**src/rtl/fetch_stage_pkg.sv**
```systemverilog
// Shared pipeline definitions for the instruction-fetch stage.
// Holds the bubble encoding, the opcodes used by neighbouring stages, the
// instruction word size and a word-alignment helper for redirect targets.
package fetch_stage_pkg;

    localparam logic [31:0] NOP_INSTR  = 32'h0000_0000;

    localparam logic [5:0]  OP_J       = 6'b000010;
    localparam logic [5:0]  OP_JAL     = 6'b000011;
    localparam logic [5:0]  OP_SW      = 6'b101011;
    localparam logic [5:0]  OP_LW      = 6'b100011;

    localparam logic [31:0] WORD_BYTES = 32'd4;

    // Redirect targets are always forced onto a word boundary.
    function automatic logic [31:0] word_align(input logic [31:0] addr);
        return addr & ~32'd3;
    endfunction

endpackage

```
**src/rtl/fetch_stage_if_id_reg.sv**
```systemverilog
// IF/ID pipeline register with flush priority, write enable and valid bit.
// Ports:
//   clk, rst            - clock, synchronous active-high reset
//   flush               - load a bubble (wins over write)
//   write               - load the fetched instruction
//   load_nop            - write a bubble instead of the fetched word (wrong-path fetch)
//   fetch_instr         - instruction word from memory
//   fetch_pc_plus4      - PC+4 of the fetched word
//   instr, pc_plus4, valid - registered outputs toward decode
module fetch_stage_if_id_reg
    import fetch_stage_pkg::*;
(
    input  logic        clk,
    input  logic        rst,
    input  logic        flush,
    input  logic        write,
    input  logic        load_nop,
    input  logic [31:0] fetch_instr,
    input  logic [31:0] fetch_pc_plus4,
    output logic [31:0] instr,
    output logic [31:0] pc_plus4,
    output logic        valid
);

    always_ff @(posedge clk) begin
        if (rst || flush || (write && load_nop)) begin
            instr    <= NOP_INSTR;
            pc_plus4 <= 32'd0;
            valid    <= 1'b0;
        end else if (write) begin
            instr    <= fetch_instr;
            pc_plus4 <= fetch_pc_plus4;
            valid    <= 1'b1;
        end
    end

endmodule

```
**src/rtl/fetch_stage.sv**
```systemverilog
// Instruction-fetch stage: PC register, next-PC select, pending-redirect
// capture across stalls, IF/ID register and saturating stall/flush counters.
// Ports:
//   Clk, Rst                         - clock, synchronous active-high reset
//   PCWrite, IF_ID_Write, IF_ID_Flush - hazard unit controls
//   BranchTaken/BranchTarget, JumpTaken/JumpTarget - redirect requests
//   IMemAddr / IMemData              - combinational instruction memory port
//   PC                               - current PC
//   IF_ID_Instruction, IF_ID_PCPlus4, IF_ID_Valid - IF/ID register contents
//   StallCount, FlushCount           - saturating performance counters
module fetch_stage
    import fetch_stage_pkg::*;
#(
    parameter logic [31:0] RESET_PC = 32'h0000_0000,
    parameter int          CNT_W    = 16
) (
    input  logic             Clk,
    input  logic             Rst,
    input  logic             PCWrite,
    input  logic             IF_ID_Write,
    input  logic             IF_ID_Flush,
    input  logic             BranchTaken,
    input  logic [31:0]      BranchTarget,
    input  logic             JumpTaken,
    input  logic [31:0]      JumpTarget,
    output logic [31:0]      IMemAddr,
    input  logic [31:0]      IMemData,
    output logic [31:0]      PC,
    output logic [31:0]      IF_ID_Instruction,
    output logic [31:0]      IF_ID_PCPlus4,
    output logic             IF_ID_Valid,
    output logic [CNT_W-1:0] StallCount,
    output logic [CNT_W-1:0] FlushCount
);

    logic        redirect;
    logic [31:0] redirect_target;
    logic [31:0] pc_plus4;
    logic [31:0] pc_next;
    logic        pend_valid;
    logic [31:0] pend_target;
    logic        consume_pend;

    assign IMemAddr        = PC;
    assign pc_plus4        = PC + WORD_BYTES;
    assign redirect        = JumpTaken | BranchTaken;
    assign redirect_target = word_align(JumpTaken ? JumpTarget : BranchTarget);

    // A held redirect is applied in place of sequential fetch; the word at
    // the current PC was fetched down the wrong path and must not reach decode.
    assign consume_pend    = PCWrite & pend_valid & ~redirect;

    always_comb begin
        pc_next = pc_plus4;
        if (redirect) begin
            pc_next = redirect_target;
        end else if (pend_valid) begin
            pc_next = pend_target;
        end
    end

    always_ff @(posedge Clk) begin
        if (Rst) begin
            PC          <= RESET_PC;
            pend_valid  <= 1'b0;
            pend_target <= 32'd0;
        end else if (PCWrite) begin
            PC          <= pc_next;
            pend_valid  <= 1'b0;
        end else if (redirect) begin
            // Latest redirect during a stall wins.
            pend_valid  <= 1'b1;
            pend_target <= redirect_target;
        end
    end

    always_ff @(posedge Clk) begin
        if (Rst) begin
            StallCount <= '0;
            FlushCount <= '0;
        end else begin
            if (!PCWrite && (StallCount != '1)) begin
                StallCount <= StallCount + CNT_W'(1);
            end
            if (IF_ID_Flush && (FlushCount != '1)) begin
                FlushCount <= FlushCount + CNT_W'(1);
            end
        end
    end

    fetch_stage_if_id_reg u_if_id (
        .clk           (Clk),
        .rst           (Rst),
        .flush         (IF_ID_Flush),
        .write         (IF_ID_Write),
        .load_nop      (consume_pend),
        .fetch_instr   (IMemData),
        .fetch_pc_plus4(pc_plus4),
        .instr         (IF_ID_Instruction),
        .pc_plus4      (IF_ID_PCPlus4),
        .valid         (IF_ID_Valid)
    );

endmodule

```
**config.mk**
```make
export PLATFORM = sky130hd
export DESIGN_NAME = fetch_stage
export DESIGN_NICKNAME = d
export VERILOG_FILES = /design/src/rtl/fetch_stage_pkg.sv /design/src/rtl/fetch_stage_if_id_reg.sv /design/src/rtl/fetch_stage.sv
export SDC_FILE = /design/constraint.sdc
export NUM_CORES = 1
export LEC_CHECK = 0
export ABC_AREA = 1
export CORE_UTILIZATION = 47
export DETAILED_ROUTE_END_ITERATION = 10
export PLACE_DENSITY = 0.9
export SYNTH_ARGS = -nofsm -noshare
export SYNTH_HDL_FRONTEND = slang
export SYNTH_SLANG_ARGS = --single-unit
```
**constraint.sdc**
```tcl
create_clock -name Clk -period 2.1 [get_ports Clk]
set_input_delay 0.42 -clock Clk [delete_from_list [all_inputs] [get_ports Clk]]
set_output_delay 0.42 -clock Clk [all_outputs]
set_load 0.02 [all_outputs]
```
# Word-level counts from Yosys, hierarchy flattened
# Index checks and enable logic that the tools add are counted.
# classes
n_reduce_logical	8
bitwise	5
muxes	3
eq_ne	2
add_sub_neg	3
# ops
operator	n
two-way mux 32 bit	3
adder 16 x 1 -> 16 bit, second input constant	2
adder 32 x 3 -> 32 bit, second input constant	1
!= test 16 bit, second input constant	2
logical AND 1 bit	3
AND 1 bit	2
logical OR 1 bit	2
inverter 1 bit	2
AND reduction 2 bit	1
OR reduction 2 bit	1
logical NOT 1 bit	1
OR 1 bit	1
# totals
input_bits	103
reg_bits	160
output_inout_bits	161
wordCells	29

# Longest topological paths before layout
# depth
depth_word	5
depth_mapped	11
mapped_depth_nobuf	11

# Hierarchy
# A second synthesis with hierarchy kept.
# unflattened
cells_unflattened	1365
hier_area_um2	8788.4
# modules_own_cells
module	area_each_um2	cells_each	instances	seq_area_each_um2
fetch_stage	5908.2	890	1	1861.8
fetch_stage_if_id_reg	2880.3	475	1	1301.2

# Worst setup path after synthesis
# OpenSTA, ideal clock, no wires.
# synth_path
path_kind	register -> register
start	register FlushCount[1]
end	register FlushCount[5]
period_less_slack_ps	1726
slack_ps	374
setup_time_ps	132
n_path_buf	1
stages_incl_launch_ff	10
required_time_ps	1968
arrival_time_ps	1594
path_cell_list	dfxtp_1 -> ha_1 -> nand3_4 -> nor3_4 -> nand3_2 -> nand2_4 -> inv_2 -> buf_6 -> nand2_1 -> a21oi_1
# synth_between
elab_chain_len	2
elab_cells_between_ends	3
cone_classes	add/sub (1); eq/ne (1); reduce/logical (1)
# synth_lines
item	line_no	text
from (decl)	fetch_stage.sv:33	output logic [CNT_W-1:0] FlushCount
from (signal assigned)	fetch_stage.sv:86	FlushCount <= FlushCount + CNT_W'(1);
branches (longest 2 deep; another with adder 16 x 1 -> 16 bit)	n/a	
# Parallel ways; which one is timed is not known.
# A chain may end at the register's enable or synchronous reset.

# Worst setup path in the final report
# layout_path
start	register PC[29] (netlist: IMemAddr[29])
end	output port PC[29]
# layout_lines
item	line_no	text
from (decl)	fetch_stage.sv:28	output logic [31:0] PC,
from (signal assigned)	fetch_stage.sv:68	PC <= pc_next;
# No word-level cell between the ends.

==> impl_metrics.yaml <==
setup_path:
  cp_max_fo: 7
  path_delay_family: "buffers and inverters"
  r2r_end: "u_if_id.pc_plus4[30]$_SDFFE_PP0P_"
  end_kind: "output pin"
  worst-path-buf-inv: 1
  endpoint: "PC[29]"
  critPathLaunch: "IMemAddr[29]$_SDFFE_PP0P_"
  crit_cells: 1
  crit_type: "flip-flop to output pin"
  worstPathCellList: "clkdlybuf4s50_1"
  cpPeakStageDelay_ns: 0.71
  reg2reg_from: "IMemAddr[2]$_SDFFE_PP0P_"
  worstPathArrival_ns: 1.63
  ff2ff_path_depth: 10
  start_kind: "flip-flop"
  worst_path_max_delay_cell: "clkdlybuf4s50_1"
  r2r_slack_ns: 0.22
  crit_required_ns: 1.68
global_route:
  grt_max_degree: 54
  grt_pass1_wl_um: 37400
  grt-ovfl-total: 0
  grtUsageTotal_pct: 25.9
  first_global_vias: 7593
  antenna_found_initial: 0
route:
  drt-vias-per-instance: 5.15
  vias: 8494
  post-route-drc-count: 0
  post_drt_wl_per_cell_um: 14.3
  finalWirelength_um: 23600
  drtIter0Drc: 678
  first_pass_iters: 7
  antenna_left: 0
sta:
  slew_headroom_pct: 61.7
  hold_violations: 0
  clock.fmax_ghz: 0.488
  fin_crit_sh_pct: 97.7
  skew_ns: 0.00670
  max_slew.worst_pin.slew_ns: 0.574
  setup_violations: 0
  min_period_ns: 2.05
  rsz0062_at_grt: "no"
  drv_slew: 0
yosys:
  avgSynthCellArea_um2: 6.83
  seq_area_frac_synth_pct: 37.9
  ys.flop_type: "dfxtp_1"
  yosysTopAreaCell: "dfxtp_1"
  ys_ff_latch: 156
  synth_cells: 1207
  synth_area_mm2: 0.00824
  yosys.cell_types.count: 37
  synth_warnings: 0
  synth_top_cell_area_share_pct: 37.9
  synth_edf_count: 0
  yosysMostFrequentCell: "nand2_1"
  synth_common_cells: "nand2_1, dfxtp_1, nor2_1"
  async_flop_share_pct: 0
  synth.area.top_cells: "dfxtp_1, nand2_1, a21oi_1"
placement:
  numPortBuffers: 253
  post-dp-hpwl_um: 17600
  gp_congestion: 0.943
finish:
  finish.net_count: 1516
  num_antenna_cells: 0
  drive_above_1_share_pct: 7.03
  syn_to_final_growth_pct: 37.3
  regArea_mm2: 0.00313
  nFillCells: 1447
  multi_input_area_mm2: 0.00416
  utilization_pct: 65.7
pwr:
  ir_drop_mv: 0.657
  p_leak_nw: 4.52
  switching_share_pct: 28.7
  seqPwrFrac_pct: 43.3
  p_int_mw: 5.35
  pwr-share-clk_pct: 39.3
  p_comb_share_pct: 17.4
  p_per_area_mw_per_mm2: 663
  switchingPower_mw: 2.16
  total_power_mw: 7.51
floorplan:
  fp.dieW_um: 134
  num_rows: 48
  core_mm2: 0.0172
  initial_core_util_pct: 47.8
  ios: 264
  die_h_um: 134
  die_area_mm2: 0.0181
flow_run:
  max_cap_violations: 0
clocking:
  cts.path.max_buffers: 2
  cts_tree: "built"
  insertion_delay_ns: 0.44
  clkTransAtPathRegs_ns: 0.06
  hold_buffers: 0
  numCtsBuffers: 17
  clock-sinks: 156
  h-tree-depth: 4
  cts_root_buf: "clkbuf_16"
worst_hold_path:
  min_path_type: "input port to flip-flop"
status:
  status: "completed"
final cells by class:
| cell class | instances | area share (%) |
|---|---|---|
| Clock buffer | 17 | 3.76 |
| Clock inverter | 15 | 1.24 |
| Inverter | 111 | 3.68 |
| Multi-Input combinational cell | 850 | 36.7 |
| Sequential cell | 156 | 27.6 |
| Tap cell | 225 | 2.49 |
| Timing Repair Buffer | 274 | 24.5 |
repair_timing:
action,4_1_cts,5_1_grt
setup buffers,0,0
gates resized for setup,0,2
setup endpoints to repair,0,3
state kept, by name (all words and copies together), names as in the netlist:
signal and flops:
StallCount 16, pend_target 30, pend_valid 1, u_if_id.instr 32, u_if_id.valid 1, IMemAddr 30, u_if_id.pc_plus4 30, FlushCount 16
power groups by stage:
stage          Clock (mW)  Sequential [mW]  Combinational [mW]
2_1_floorplan           0             3.38               0.634
3_3_place_gp            0             3.30                1.27
3_5_place_dp            0             3.31                1.29
4_1_cts              2.98             3.24                1.30
5_1_grt              3.12             3.26                1.41
6_report             2.95             3.25                1.31
worst min-delay path by stage:
stage | cells after the start | start | endpoint | slack [ns]
6_report | 4 | Rst | u_if_id.instr[28]$_SDFFE_PP0P_ | 0.44
5_1_grt | 4 | Rst | u_if_id.instr[28]$_SDFFE_PP0P_ | 0.45
4_1_cts | 4 | Rst | u_if_id.instr[28]$_SDFFE_PP0P_ | 0.44
3_5_place_dp | 2 | pend_target[9]$_SDFFE_PP0P_ | pend_target[9]$_SDFFE_PP0P_ | 0.44
3_3_place_gp | 2 | pend_target[6]$_SDFFE_PP0P_ | pend_target[6]$_SDFFE_PP0P_ | 0.43
2_1_floorplan | 2 | pend_target[3]$_SDFFE_PP0P_ | pend_target[3]$_SDFFE_PP0P_ | 0.42
logic make-up (layout without fill, tap and decap cells):
group	after synthesis	after routing	synth area share, %
adders and majority gates	3	3	0.455
other	1	6	0.0455
buffers and inverters	206	417	11.9
and+or+nand+nor	551	551	28.9
AOI/OAI and AO/OA	255	255	16.9
xor gates and xnor gates	28	28	2.98
DFF	156	156	37.9
muxes	7	7	0.956
through the flow:
stage / cells / setup WS, ns / hold slack, ns / setup TNS [ns] / instance area (um^2)
floorplan: 1212 / 0.374 / 0.425 / 0 / 8260
CTS: 1648 / 0.0261 / 0.439 / 0 / 11300
global placement: 1616 / 0.0272 / 0.433 / 0 / 10800
detailed placement: 1616 / -0.0519 / 0.441 / -0.0874 / 10800
global route: 1648 / 0.00634 / 0.446 / 0 / 11300
finish: 1648 / 0.0493 / 0.438 / 0 / 11300
placed cells by master, fill, tap and decap left out, types with 15 or more instances in the layout:
cell type / count
a211oi_1: 42
clkdlybuf4s50_1: 250
xor2_1: 17
inv_1: 105
nand3_1: 32
a21oi_1: 114
dfxtp_1: 154
clkbuf_16: 17
nand4_1: 15
nor2_1: 143
o21ai_1: 21
o21ai_0: 74
nand2_1: 315
layer usage:
| layer | global-route usage [%] | share of wire [%] | vias to the layer above |
|---|---|---|---|
| met5 | 0 | 0 | - |
| met4 | 10.1 | 2.7 | 0 |
| met3 | 4.99 | 7.4 | 48 |
| met2 | 42.6 | 47 | 360 |
| met1 | 33.5 | 43 | 3822 |
| li1 | - | - | 4264 |
Note: power is estimated with default switching activity, not from simulation.
